### src/rtl/piso_shift_reg_pkg.sv
// Shared types and helpers for the word-serial shift-register family.
// Holds the PISO state encoding and the beat-counter width rule.
package piso_shift_reg_pkg;

  typedef enum logic {
    IDLE  = 1'b0,
    SHIFT = 1'b1
  } piso_state_e;

  // A mod-n counter still needs one bit when n == 1.
  function automatic int cnt_width(input int n);
    int w;
    w = (n <= 1) ? 0 : $clog2(n);
    return (w < 1) ? 1 : w;
  endfunction

endpackage

### src/rtl/piso_beat_counter.sv
// Mod-SIZE beat counter: cleared by rst or load, advanced by accepted beats.
// tc flags the last word of the vector currently being unloaded.
module piso_beat_counter
  import piso_shift_reg_pkg::*;
#(
  parameter int SIZE = 3,
  parameter int CW   = cnt_width(SIZE)
) (
  input  logic          clk,
  input  logic          global_rst_n,
  input  logic          clr,
  input  logic          load,
  input  logic          beat,
  output logic [CW-1:0] cnt,
  output logic          tc
);

  localparam logic [CW-1:0] LAST = CW'(SIZE - 1);

  assign tc = (cnt == LAST);

  // load has priority over beat so a last-beat reload restarts at word 0.
  always_ff @(posedge clk or negedge global_rst_n) begin
    if (!global_rst_n)  cnt <= '0;
    else if (clr)       cnt <= '0;
    else if (load)      cnt <= '0;
    else if (beat)      cnt <= tc ? '0 : cnt + 1'b1;
  end

endmodule

### src/rtl/piso_shift_reg.sv
// Parallel-in, serial-out word shifter with valid/ready on both sides.
// Optional out_last marker is built when PISO_LAST_EN is defined.
module piso_shift_reg
  import piso_shift_reg_pkg::*;
#(
  parameter int WIDTH = 8,
  parameter int SIZE  = 3
) (
  input  logic                    clk,
  input  logic                    global_rst_n,
  input  logic                    rst,
  input  logic                    ce,
  input  logic [WIDTH*SIZE-1:0]   in_data,
  input  logic                    in_valid,
  output logic                    in_ready,
  output logic [WIDTH-1:0]        out_data,
  output logic                    out_valid,
  input  logic                    out_ready
`ifdef PISO_LAST_EN
  , output logic                  out_last
`endif
);

  localparam int CW = cnt_width(SIZE);
  localparam logic [CW-1:0] LAST = CW'(SIZE - 1);

  piso_state_e state_q, state_d;

  logic [SIZE-1:0][WIDTH-1:0] in_words;
  logic [SIZE-1:0][WIDTH-1:0] buffer;
  logic [CW-1:0]              cnt;
  logic [CW-1:0]              nxt_idx;
  logic [WIDTH-1:0]           nxt_word;
  logic                       tc;
  logic                       load;
  logic                       beat;

  assign in_words = in_data;
  assign load     = ce & in_valid & in_ready;
  assign beat     = ce & out_valid & out_ready;

  piso_beat_counter #(.SIZE(SIZE), .CW(CW)) u_cnt (
    .clk          (clk),
    .global_rst_n (global_rst_n),
    .clr          (rst),
    .load         (load),
    .beat         (beat),
    .cnt          (cnt),
    .tc           (tc)
  );

  // FSM: state register
  always_ff @(posedge clk or negedge global_rst_n) begin
    if (!global_rst_n) state_q <= IDLE;
    else if (rst)      state_q <= IDLE;
    else               state_q <= state_d;
  end

  // FSM: next state
  always_comb begin
    state_d = state_q;
    if (load)             state_d = SHIFT;
    else if (beat && tc)  state_d = IDLE;
  end

  // FSM: outputs; in_ready lets a new vector load during the last beat.
  always_comb begin
    out_valid = (state_q == SHIFT);
    in_ready  = ce & ((state_q == IDLE) |
                      ((state_q == SHIFT) & tc & out_ready));
  end

  // Next word index; only consulted when the current word is not the last.
  assign nxt_idx = tc ? '0 : cnt + 1'b1;

  // Compare-based mux keeps the select inside 0..SIZE-1 for any SIZE.
  always_comb begin
    nxt_word = '0;
    for (int k = 0; k < SIZE; k++)
      if (nxt_idx == CW'(k)) nxt_word = buffer[k];
  end

  always_ff @(posedge clk or negedge global_rst_n) begin
    if (!global_rst_n)  buffer <= '0;
    else if (rst)       buffer <= '0;
    else if (load)      buffer <= in_words;
  end

  // Last beat without reload leaves out_data holding the final word.
  always_ff @(posedge clk or negedge global_rst_n) begin
    if (!global_rst_n)        out_data <= '0;
    else if (rst)             out_data <= '0;
    else if (load)            out_data <= in_words[0];
    else if (beat && !tc)     out_data <= nxt_word;
  end

`ifdef PISO_LAST_EN
  always_ff @(posedge clk or negedge global_rst_n) begin
    if (!global_rst_n)        out_last <= 1'b0;
    else if (rst)             out_last <= 1'b0;
    else if (load)            out_last <= (SIZE == 1);
    else if (beat && !tc)     out_last <= (nxt_idx == LAST);
    else if (beat)            out_last <= 1'b0;
  end
`endif

endmodule

### config.mk
export PLATFORM = sky130hd
export DESIGN_NAME = piso_shift_reg
export DESIGN_NICKNAME = d
export VERILOG_FILES = /design/src/rtl/piso_shift_reg_pkg.sv /design/src/rtl/piso_beat_counter.sv /design/src/rtl/piso_shift_reg.sv
export SDC_FILE = /design/constraint.sdc
export NUM_CORES = 1
export LEC_CHECK = 0
export CORE_AREA = 2 2 81 83
export CTS_BUF_LIST = sky130_fd_sc_hd__clkbuf_16
export DETAILED_ROUTE_END_ITERATION = 10
export DIE_AREA = 0 0 83 85
export PLACE_DENSITY = 0.55
export SLEW_MARGIN = 10
export SYNTH_ARGS = -nofsm -noshare
export SYNTH_HDL_FRONTEND = slang
export SYNTH_SLANG_ARGS = --single-unit
### constraint.sdc
create_clock -name clk -period 1.9 [get_ports clk]
set_input_delay 0.19 -clock clk [delete_from_list [all_inputs] [get_ports clk]]
set_output_delay 0.19 -clock clk [all_outputs]
set_load 0.1 [all_outputs]
==> results.ini <==
[global_route]
grt.overflow.total=0
grt_usage_pct=13.7
grt_pass1_vias=1534
grt_antenna_before_repair=0
grt_max_degree=36
grt_pass1_wl_um=7660

[setup_path]
r2r_start=u_cnt.cnt[0]
reg2reg_to=out_data[3]
crit_path_frequent_cell=nand2b_1
path_cells=nand2b_1, nand2b_1, a221oi_1, nor3_1
ff2ff_setup_slack_ns=0.24
cp_data_arrival_time_ns=1.81
cp-end-kind=flip-flop
critPathSlowestCell=dfrtp_1
cp-startpoint=u_cnt.cnt[0]
setup.worst_path.class=reg -> reg
r2r_cells=4
cp_max_fo=13
cp_slowest_stage_delay_ns=0.58
cp.required_ns=2.05
cp-start-kind=flip-flop

[run_status]
status=finished, final reports clean

[placement]
routabilityCongestion=0.765
dp_cells=306
place_ws_ns=0.0440
io_buffers=39
dpl-instance-area_um2=2270
dp_hpwl_um=2900

[cells_and_area]
nets=266
drive_above_1_share_pct=16.9
n_antenna_cell=0
area_growth_pct=33.4
final_common_cell=nand2_1
multi_input_area_um2=817
seqCellArea_um2=877
final_util_pct=38.7
nFillCells=642
fin_cells=313
stdcell_area_um2=2400
final_cell_mix=nand2_1 (58), a21oi_1 (35), dfrtp_1 (34), clkdlybuf4s50_1 (29), buf_4 (17)

[timing]
slew-limit-headroom_pct=66.3
fin_crit_sh_pct=87.6
fin_skew_ns=0.00803
maxSlewViolCount=0
worst_slack_ns=0.236
setup_violations=0
fmax_mhz=601
tightestPinTransition_ns=0.505
rsz0062_at_grt=false
min_period_ns=1.66
fin_tns_setup_ns=0
final-hold-violation-count=0

[route]
vias_per_cell=4.75
detail-route-antenna-nets=0
drtIter0Drc=107
first_pass_iters=4
drc_errors=0
wl_um=4470
wl_per_cell_um=14.3
num_vias=1487

[clock_network]
cts.path.max_buffers=2
cts_root_buf=clkbuf_16
cts-hold-fix-buffers=0
clk_pin_slew_ns=0.06
cts_tree=done
clkLatencyLatePin_ns=0.28
cts_sinks=35
cts_max_level=2
numCtsBuffers=5
postCtsResizedCells=0
post_cts.repair.setup_buffers=0

[power]
peakVddDrop_v=0.000435
leakagePower_uw=0.00108
powerDensity_nw_per_um2=807

[synthesis]
ys_ff_latch=35
yosys_warnings=0
syn_nets=227
yosysSeqAreaShare_pct=48.6
synth_cells=197
syn_area_um2=1800
synth_area_per_cell_um2=9.14
synth_cell_types=22

[die]
initial_utilization_pct=29.0
fp-row-count=29
chipWidth_um=83
die_y_um=85
ios=40
core-area_um2=6200
dieArea_um2=7060

[min_path]
hold_class=in -> async

[run]
cap_violations=0

routing by layer:
layer,share of wire [%],routed length (um),global-route usage [%]
met4,1.5,67,4.92
met2,48,2150,21.5
met3,3.7,167,3.70
met5,0,0,0
met1,47,2080,18.3
flip-flops by register name, indices dropped and copies added (netlist names):
register	cells
buffer	24
out_data	8
u_cnt.cnt	2
out_valid	1
critical path, delay by kind of cell, from the launching register on:
| family | cells | cell delay [ns] |
|---|---|---|
| DFF | 1 | 0.58 |
| and+or+nand+nor | 3 | 0.55 |
| AOI/OAI and AO/OA | 1 | 0.39 |
metrics by stage:
step,power [uW],hold slack (ns)
final,1940,0.340
after global routing,2030,0.388
after CTS,1970,0.364
after detailed placement,1200,0.513
after global placement,1200,0.509
after floorplan,1050,-0.106
cell usage after synthesis, drive strengths merged:
library cell | n | area, um^2
a211o | 8 | 70.1
a21boi | 1 | 7.51
a21o | 1 | 7.51
a21oi | 36 | 191
a221oi | 8 | 101
buf | 12 | 100
clkbuf | 5 | 18.8
dfrtp | 35 | 876
nand2 | 58 | 218
nand2b | 2 | 12.5
nand3 | 1 | 10.0
nand3b | 1 | 20.0
nor2 | 8 | 30.0
nor2b | 8 | 50.1
nor3 | 11 | 75.1
nor3b | 1 | 7.51
o21ai | 1 | 5.00
cell type report:
type,instances,area share (%)
Sequential cell,35,36.5
Multi-Input combinational cell,145,34.0
Clock buffer,5,5.21
Clock inverter,2,0.365
Tap cell,77,4.01
Timing Repair Buffer,49,19.9
logic make-up (layout without fill, tap and decap cells):
kind of cell | after synthesis | count (layout) | synth area share [%]
AO/OA/AOI/OAI | 55 | 55 | 21.3
buffers and inverters | 17 | 56 | 6.60
AND/OR/NAND/NOR | 90 | 90 | 23.5
flip-flops | 35 | 35 | 48.6
worst max-delay path by stage:
stage	end	slack, ns	cells after the start
2_1_floorplan	out_data[1]	0.21	5
3_3_place_gp	out_data[3]	0.11	5
3_5_place_dp	out_data[3]	0.04	5
4_1_cts	out_data[3]	0.17	4
5_1_grt	out_data[3]	0.04	4
6_report	out_data[3]	0.24	4
report_power, final:
part	leakage (uW)	internal [uW]	switching [uW]
clock network	0.0000671	470	288
registers	0.000474	783	26.8
logic	0.000540	144	228
total	0.00108	1400	542
No activity file was read; power rests on OpenSTA's default activity.
